**src/rtl/pong_game_ctrl.sv**
```systemverilog
// pong_game_ctrl: top-level game sequencer for the pong datapath.
// Tracks IDLE/PLAY/SERVE/OVER, keeps scores, counts rally hits and
// freezes the ball (gra_still) everywhere except PLAY.
// Optional feature macro: RALLY_SPEEDUP_EN (rally-driven speed levels).
module pong_game_ctrl #(
    parameter int WIN_SCORE    = 7,
    parameter int SERVE_FRAMES = 120,
    parameter int OVER_FRAMES  = 180,
    parameter int RALLY_STEP   = 4
) (
    input  logic       clk,
    input  logic       reset,
    input  logic       refresh_tick,
    input  logic [3:0] btn,
    input  logic [1:0] hit,
    input  logic [1:0] miss,
    output logic       gra_still,
    output logic [1:0] game_state,
    output logic [3:0] score_l,
    output logic [3:0] score_r,
    output logic [1:0] winner,
    output logic [7:0] rally,
    output logic [1:0] speed_level
);

    typedef enum logic [1:0] {
        ST_IDLE  = 2'd0,
        ST_PLAY  = 2'd1,
        ST_SERVE = 2'd2,
        ST_OVER  = 2'd3
    } state_t;

    // Out-of-range parameters stop elaboration rather than misbehave silently
    if (WIN_SCORE < 1 || WIN_SCORE > 15 || SERVE_FRAMES < 1 || SERVE_FRAMES > 255 ||
        OVER_FRAMES < 1 || OVER_FRAMES > 255 || RALLY_STEP < 1 || RALLY_STEP > 255) begin : g_bad_params
        $error("pong_game_ctrl: parameter out of range");
    end

    state_t      state_reg;
    logic        btn_any_reg;
    logic [1:0]  hit_reg;
    logic [7:0]  timer_reg;
    logic [3:0]  score_l_reg;
    logic [3:0]  score_r_reg;
    logic [1:0]  winner_reg;
    logic [7:0]  rally_reg;
    logic        gra_still_reg;

    logic        press;
    logic [1:0]  hit_evt;
    logic [1:0]  hit_cnt;
    logic [8:0]  rally_sum;
    logic [7:0]  rally_sat;
    logic        idle_start;
    logic        play_miss;
    logic [3:0]  new_score;
    logic        win_next;

    // Edge detection, rally arithmetic and the scoring decision
    always_comb begin
        press      = (|btn) & ~btn_any_reg;
        hit_evt    = hit & ~hit_reg;
        hit_cnt    = {1'b0, hit_evt[0]} + {1'b0, hit_evt[1]};
        rally_sum  = {1'b0, rally_reg} + {7'b0, hit_cnt};
        rally_sat  = rally_sum[8] ? 8'hFF : rally_sum[7:0];
        idle_start = (state_reg == ST_IDLE) && press;
        play_miss  = (state_reg == ST_PLAY) && (miss != 2'b00);
        // miss[0] wins when both bits are set in the same clock
        new_score  = miss[0] ? (score_l_reg + 4'd1) : (score_r_reg + 4'd1);
        win_next   = (new_score == 4'(WIN_SCORE));
    end

    // Game FSM with registered outputs, scores, rally and frame timer
    always_ff @(posedge clk or posedge reset) begin
        if (reset) begin
            state_reg     <= ST_IDLE;
            btn_any_reg   <= 1'b0;
            hit_reg       <= 2'b00;
            timer_reg     <= 8'd0;
            score_l_reg   <= 4'd0;
            score_r_reg   <= 4'd0;
            winner_reg    <= 2'b00;
            rally_reg     <= 8'd0;
            gra_still_reg <= 1'b1;
        end else begin
            btn_any_reg <= |btn;
            hit_reg     <= hit;
            case (state_reg)
                ST_IDLE: begin
                    gra_still_reg <= 1'b1;
                    if (press) begin
                        state_reg     <= ST_PLAY;
                        gra_still_reg <= 1'b0;
                        score_l_reg   <= 4'd0;
                        score_r_reg   <= 4'd0;
                        winner_reg    <= 2'b00;
                        rally_reg     <= 8'd0;
                    end
                end
                ST_PLAY: begin
                    gra_still_reg <= 1'b0;
                    rally_reg     <= rally_sat;
                    if (play_miss) begin
                        rally_reg     <= 8'd0;
                        gra_still_reg <= 1'b1;
                        if (miss[0]) begin
                            score_l_reg <= new_score;
                        end else begin
                            score_r_reg <= new_score;
                        end
                        if (win_next) begin
                            state_reg  <= ST_OVER;
                            winner_reg <= miss[0] ? 2'b01 : 2'b10;
                            timer_reg  <= 8'(OVER_FRAMES);
                        end else begin
                            state_reg  <= ST_SERVE;
                            timer_reg  <= 8'(SERVE_FRAMES);
                        end
                    end
                end
                ST_SERVE: begin
                    gra_still_reg <= 1'b1;
                    // Only an edge seen after expiry serves; earlier presses have already passed
                    if (timer_reg == 8'd0 && press) begin
                        state_reg     <= ST_PLAY;
                        gra_still_reg <= 1'b0;
                    end else if (refresh_tick && timer_reg != 8'd0) begin
                        timer_reg <= timer_reg - 8'd1;
                    end
                end
                default: begin // ST_OVER
                    gra_still_reg <= 1'b1;
                    if (timer_reg == 8'd0) begin
                        state_reg <= ST_IDLE;
                    end else if (refresh_tick) begin
                        timer_reg <= timer_reg - 8'd1;
                    end
                end
            endcase
        end
    end

`ifdef RALLY_SPEEDUP_EN
    logic [7:0]  step_cnt_reg;
    logic [1:0]  speed_reg;
    logic [9:0]  step_sum;
    logic [9:0]  step_one;
    logic [9:0]  step_two;
    logic [1:0]  crossings;
    logic [9:0]  step_left;
    logic [2:0]  speed_sum;
    logic [1:0]  speed_sat;

    // Count RALLY_STEP boundaries crossed this clock (up to two hits per clock)
    always_comb begin
        step_sum  = {2'b0, step_cnt_reg} + {8'b0, hit_cnt};
        step_one  = 10'(RALLY_STEP);
        step_two  = 10'(2 * RALLY_STEP);
        crossings = 2'd0;
        step_left = step_sum;
        if (step_sum >= step_two) begin
            crossings = 2'd2;
            step_left = step_sum - step_two;
        end else if (step_sum >= step_one) begin
            crossings = 2'd1;
            step_left = step_sum - step_one;
        end
        speed_sum = {1'b0, speed_reg} + {1'b0, crossings};
        speed_sat = speed_sum[2] ? 2'd3 : speed_sum[1:0];
    end

    // Speed level follows the rally; cleared when a new rally starts from a serve or a new game
    always_ff @(posedge clk or posedge reset) begin
        if (reset) begin
            step_cnt_reg <= 8'd0;
            speed_reg    <= 2'd0;
        end else if (idle_start || (play_miss && !win_next)) begin
            step_cnt_reg <= 8'd0;
            speed_reg    <= 2'd0;
        end else if (play_miss) begin
            step_cnt_reg <= 8'd0;
        end else if (state_reg == ST_PLAY) begin
            step_cnt_reg <= step_left[7:0];
            speed_reg    <= speed_sat;
        end
    end

    assign speed_level = speed_reg;
`else
    assign speed_level = 2'd0;
`endif

    assign gra_still  = gra_still_reg;
    assign game_state = state_reg;
    assign score_l    = score_l_reg;
    assign score_r    = score_r_reg;
    assign winner     = winner_reg;
    assign rally      = rally_reg;

endmodule

```
**config.mk**
```make
export PLATFORM = sky130hd
export DESIGN_NAME = pong_game_ctrl
export DESIGN_NICKNAME = d
export VERILOG_FILES = /design/src/rtl/pong_game_ctrl.sv
export SDC_FILE = /design/constraint.sdc
export NUM_CORES = 1
export LEC_CHECK = 0
export CAP_MARGIN = 10
export CORE_ASPECT_RATIO = 1.2
export CORE_MARGIN = 2
export CORE_UTILIZATION = 52
export DETAILED_ROUTE_END_ITERATION = 10
export HOLD_SLACK_MARGIN = 0.1
export MAX_ROUTING_LAYER = met4
export PLACE_DENSITY = 0.84
export RECOVER_POWER = 100
export SYNTH_ARGS = -nofsm -noshare
export SYNTH_HDL_FRONTEND = slang
export SYNTH_SLANG_ARGS = --single-unit
```
**constraint.sdc**
```tcl
create_clock -name clk -period 2.8 [get_ports clk]
set_input_delay 0.28 -clock clk [delete_from_list [all_inputs] [get_ports clk]]
set_output_delay 0.28 -clock clk [all_outputs]
set_load 0.05 [all_outputs]
```
# After elaboration in Yosys (flattened, before gate mapping)
# Cells that the tools add are included.
[op_classes]
mux = 34
bitwise_logic = 5
n_eq_ne = 12
reduce_logical = 17
add_sub_neg = 5
[op_table]
columns = ["op", "count"]
rows = [
  ["two-way mux 8 bit", 9],
  ["two-way mux 4 bit", 6],
  ["case mux 8 bit (3 select lines)", 1],
  ["two-way mux 2 bit", 8],
  ["inequality test 2 bit (second input constant)", 8],
  ["case mux 4 bit (2 select lines)", 2],
  ["case mux 8 bit (2 select lines)", 1],
  ["AND reduction 4 bit", 4],
  ["adder 8 x 2 -> 9 bit", 1],
  ["adder 4 x 1 -> 4 bit (second input constant)", 2],
  ["zero test 8 bit", 1],
  ["nonzero test 8 bit", 1],
  ["subtractor 8 x 1 -> 8 bit (second input constant)", 1],
  ["case mux 2 bit (3 select lines)", 1],
  ["AND reduction 6 bit", 1],
  ["equality test 4 x 3 -> 1 bit (second input constant)", 1],
  ["two-way mux 1 bit", 4],
  ["case mux 2 bit (2 select lines)", 1],
  ["nonzero test 2 bit", 2],
  ["nonzero test 4 bit", 1],
  ["OR reduction 4 bit", 1],
  ["logical AND 1 bit", 3],
  ["inequality test 3 x 2 -> 1 bit (second input constant)", 1],
  ["case mux 1 bit (3 select lines)", 1],
  ["10 further kinds", 11],
]
[totals]
input_bits = 11
out_inout_bits = 23
wordCells = 82
regBits = 32

# Logic depth before layout (Yosys ltp)
[depth]
word_depth = 7
mapped_depth = 10
ltp_nobuf = 9

# Worst setup path after synthesis
# Ideal clock, no wire load.
[synth_timing]
path_kind = "input -> register"
startpoint = "input miss[0]"
endpoint = "register timer_reg[6]"
n_path_buf = 2
setup_time_ns = 0.119
required_time_ns = 2.681
path_stages = 9
setup_slack_ns = 0.355
arrival_time_ns = 2.326
path_cell_list = "buf_6 > clkbuf_1 > mux2_2 > ha_1 > nand2b_1 > mux2_2 > or4_1 > a21oi_1 > nor2_1"
[synth_via]
elab_chain_len = 5
elab_cells_between_ends = 9
classes_between = "eq/ne: 2; mux: 4; reduce/logical: 3"
[synth_rtl]
columns = ["element", "line_no", "rtl"]
rows = [
  ["start: declaration", "16", "input logic [1:0] miss,"],
  ["two-way mux 4 bit", "69", "new_score = miss[0] ? (score_l_reg + 4'd1) : (score_r_reg + 4'd1);"],
  ["equality test 4 x 3 -> 1 bit", "70", "win_next = (new_score == 4'(WIN_SCORE));"],
  ["two-way mux 8 bit", "111", "if (win_next) begin"],
  ["two-way mux 8 bit", "103", "if (play_miss) begin"],
  ["case mux 8 bit (3 select lines)", "88", "case (state_reg)"],
  ["end signal: assignment", "114", "timer_reg <= 8'(OVER_FRAMES);"],
  ["end signal: assignment", "117", "timer_reg <= 8'(SERVE_FRAMES);"],
  ["end signal: assignment", "128", "timer_reg <= timer_reg - 8'd1;"],
  ["end: declaration", "42", "logic [7:0] timer_reg;"],
]
# Several ways; a longest one is shown, not always the timed one. The select of a mux whose other input is x is not followed.
# A chain may end at the register's enable or synchronous reset.

# Worst setup path after layout
[layout_timing]
startpoint = "input miss[0]"
endpoint = "register timer_reg[7]"
# The elaborated chain is that of the path after synthesis.

==> summary.md <==
| Metric | Value |
|---|---|
| Status | `finished with violations` |
| Failing checks | `max-capacitance violations, max-slew violations` |
| Cell type with the largest total area after synthesis | `dfrtp_1` |
| Number of flops mapped to enable cells by yosys | `0` |
| DP HPWL | `2820 um` |
| Largest net degree at the start of global routing | `33` |
| Area grow syn2layout | `25.5%` |
| Post-synth top area share | `42.5%` |
| Mapped Area | `1830 um2` |
| PD cells | `894 nW/um2` |
| Pleak | `1.05 nW` |
| Die outline area | `4000 um2` |
| Largest family of logic cells by synthesized area | `compound AO/OA/AOI/OAI gates` |
| CP peak stage delay | `0.60 ns` |
| First DRT Iteration DRCs | `41` |
| Critical hold path startpoint | `rally[0]$_DFFE_PP0P_` |
| Drt pass-1 iters | `4` |
| Worst-path clk slew | `0.07 ns` |
| Startpoint Class | `input pin` |
| Fillcell total | `269` |
| Vias | `1584` |
| Post-synth top flop | `dfrtp_1` |
| CTS tree | `built` |
| CP most frequent cell | `mux2_1` |
| Crit share post-route | `89.4%` |
| Root Driver | `clkbuf_8` |
| Worst Setup SP | `miss[0]` |
| Cell with the most instances after synthesis | `dfrtp_1` |
| Hold buffers post-CTS | `0` |
| Setup Buffers After CTS | `0` |
| HP Class | `flop to flop` |
| All-Layer GR Usage | `23.4%` |
| PostCTS Resize Cnt | `0` |
| Sequential fraction of the synthesis area | `43.9%` |
| Num CTS Buffers | `5` |
| Min cycle time layout | `2.50 ns` |
| Cells on worst reg2reg path | `7` |
| Final core occ | `68.6%` |
| WP data required | `3.00 ns` |
| Initial antenna violation count | `0` |
| WL per Instance | `14.8 um` |
| Avg Vias per Cell | `5.85` |
| Simple-Gate Fraction of Synth Area | `19.2%` |
| Mean Syn Cell Area | `9.41 um2` |
| Buffers & Inverters on Critical Path | `1` |
| Post-Synth XOR/XNOR Area | `1.44%` |
| Clk Latency, worst-skew pair | `0.28 ns` |
| # DRC | `0` |
| CTS H-tree depth | `2` |
| Die Span Y | `68.9 um` |
| Initial core utilization | `54.7%` |
| Gp weighted congestion | `0.870` |
| Post-synthesis mux area share | `4.80%` |
| RR Startpoint | `score_l[0]$_DFFE_PP0P_` |
| Vias in the first global route | `1621` |
| Slowest-stage cell, CP | `dlygate4sd3_1` |
| Remaining global-route overflow | `0` |
| YS warnings | `0` |
| Worst Hold Endpoint | `rally[0]$_DFFE_PP0P_` |
| CP max FO | `3` |
| N_diodes | `0` |
| Worst-margin pin slew | `1.74 ns` |
| Complex-gate fraction of the synthesized area | `21.1%` |
| CP arrival | `2.71 ns` |
| Core Region | `3340 um2` |
| # clock sinks | `32` |
| Port bufs | `31` |
| Share of layout cells above drive strength 1 | `8.55%` |
| Die Span X | `58.1 um` |
| Final TNS setup | `0 ns` |
| CP Depth | `8` |
| Min-Delay Path Depth | `1` |
| Reg-to-Reg End | `timer_reg[7]$_DFFE_PP0P_` |
| Synth Area in Adders | `4.52%` |
| First-pass GRT wire length | `6930 um` |
| Post-synth ARST share | `100%` |
| Drt total wl | `4010 um` |
| R2r setup slk | `0.48 ns` |
| Setup Skew | `0.00823 ns` |
| Max_cap viols | `1` |
| Worst path cell trace | `dlygate4sd3_1, mux2_1, ha_1, nand2b_1, mux2_1, or4_1, o31a_1, o21ai_0` |
| Slew HR | `-15.8%` |
| # rows | `23` |
| Slew Limit Fails | `33` |
| Clk buf depth | `2` |
| Post-synth top cells | `dfrtp_1, o21ai_0, nand2_1, a21oi_1, inv_1` |
| Yosys cell types | `48` |
| RSZ-0062 raised after global routing | `no` |
| Worst VDD drop | `0.000727 V` |
| Top post-synthesis cells by area | `dfrtp_1, o21ai_0, mux2_2, a21oi_1, nand2_1` |
| Final setup viols | `0` |
| Hold Fails Final Rpt | `0` |
| CP Capture Type | `flop` |
| CP delay by family, top | `multiplexers` |
| Antenna-violating nets left | `0` |
| Nets | `250` |
| Post-synthesis register bit count | `32` |
| Crit Path Class | `input pin to flop` |
| IO Count | `34` |
| Fmax | `400 MHz` |
| Syn Inst Count | `194` |
cell families after synthesis:
logic type / Yosys count
other cells: 1
flops: 32
buf+inv: 19
simple gates: 64
compound gates: 61
fa+ha+maj: 6
xor+xnor: 3
mux: 8
metal layers:
metal | part of all wire [%] | GRT usage [%] | vias up
li1 | - | - | 781
met5 | 0 | - | -
met4 | 1.7 | 12.5 | 0
met2 | 49 | 38.5 | 47
met3 | 5.3 | 4.85 | 10
met1 | 44 | 27.1 | 746
report_power, final:
part / internal (mW) / total (mW) / switching, mW
logic: 0.320 / 0.891 / 0.571
clock network: 0.264 / 0.436 / 0.172
registers: 0.586 / 0.720 / 0.134
total: 1.17 / 2.05 / 0.877
cell usage in the layout, fill, tap and decap left out, drive strengths merged, types with 2 or more instances in the layout:
cell type and n:
mux2 6, o31ai 3, nand3 6, a22o 5, and3 3, a21o 3, nand4 2, nand2 18
a21oi 13, clkbuf 8, xnor2 3, o21a 2, and2 2, nor2 8, buf 6, o21ai 24
dfrtp 31, clkdlybuf4s50 5, nor3 5, nand2b 9, conb 2, ha 5, a31oi 4, dlygate4sd3 26
inv 11, or4 4, mux2i 2
final cells by class:
class | count | area, um2 | area share [%]
clock buffer | 6 | 72.6 | 3.17
clock inverter | 2 | 35.0 | 1.53
inverter | 11 | 41.3 | 1.80
multi-input combinational | 144 | 931 | 40.6
sequential | 32 | 802 | 35.0
tap | 37 | 46.3 | 2.02
timing repair buffer | 39 | 363 | 15.8
per-stage QoR:
step	std cells	hold WS (ns)	worst slack (ns)	power, mW	area (um2)
final	271	0.516	0.297	2.05	2290
after global routing	271	0.540	0.224	2.18	2290
after CTS	271	0.382	0.466	2.10	2310
after detailed placement	263	0.509	0.195	1.65	2200
after global placement	263	0.494	0.231	1.63	2200
after floorplan	195	0.311	0.355	1.36	1830
worst max path at each step:
stage | endpoint | slack (ns)
6_report | timer_reg[7]$_DFFE_PP0P_ | 0.30
4_1_cts | timer_reg[6]$_DFFE_PP0P_ | 0.47
3_3_place_gp | timer_reg[6]$_DFFE_PP0P_ | 0.23
5_1_grt | winner[1]$_DFFE_PP0P_ | 0.22
2_1_floorplan | timer_reg[6]$_DFFE_PP0P_ | 0.35
3_5_place_dp | timer_reg[6]$_DFFE_PP0P_ | 0.20
(Power assumes the default switching activity.)
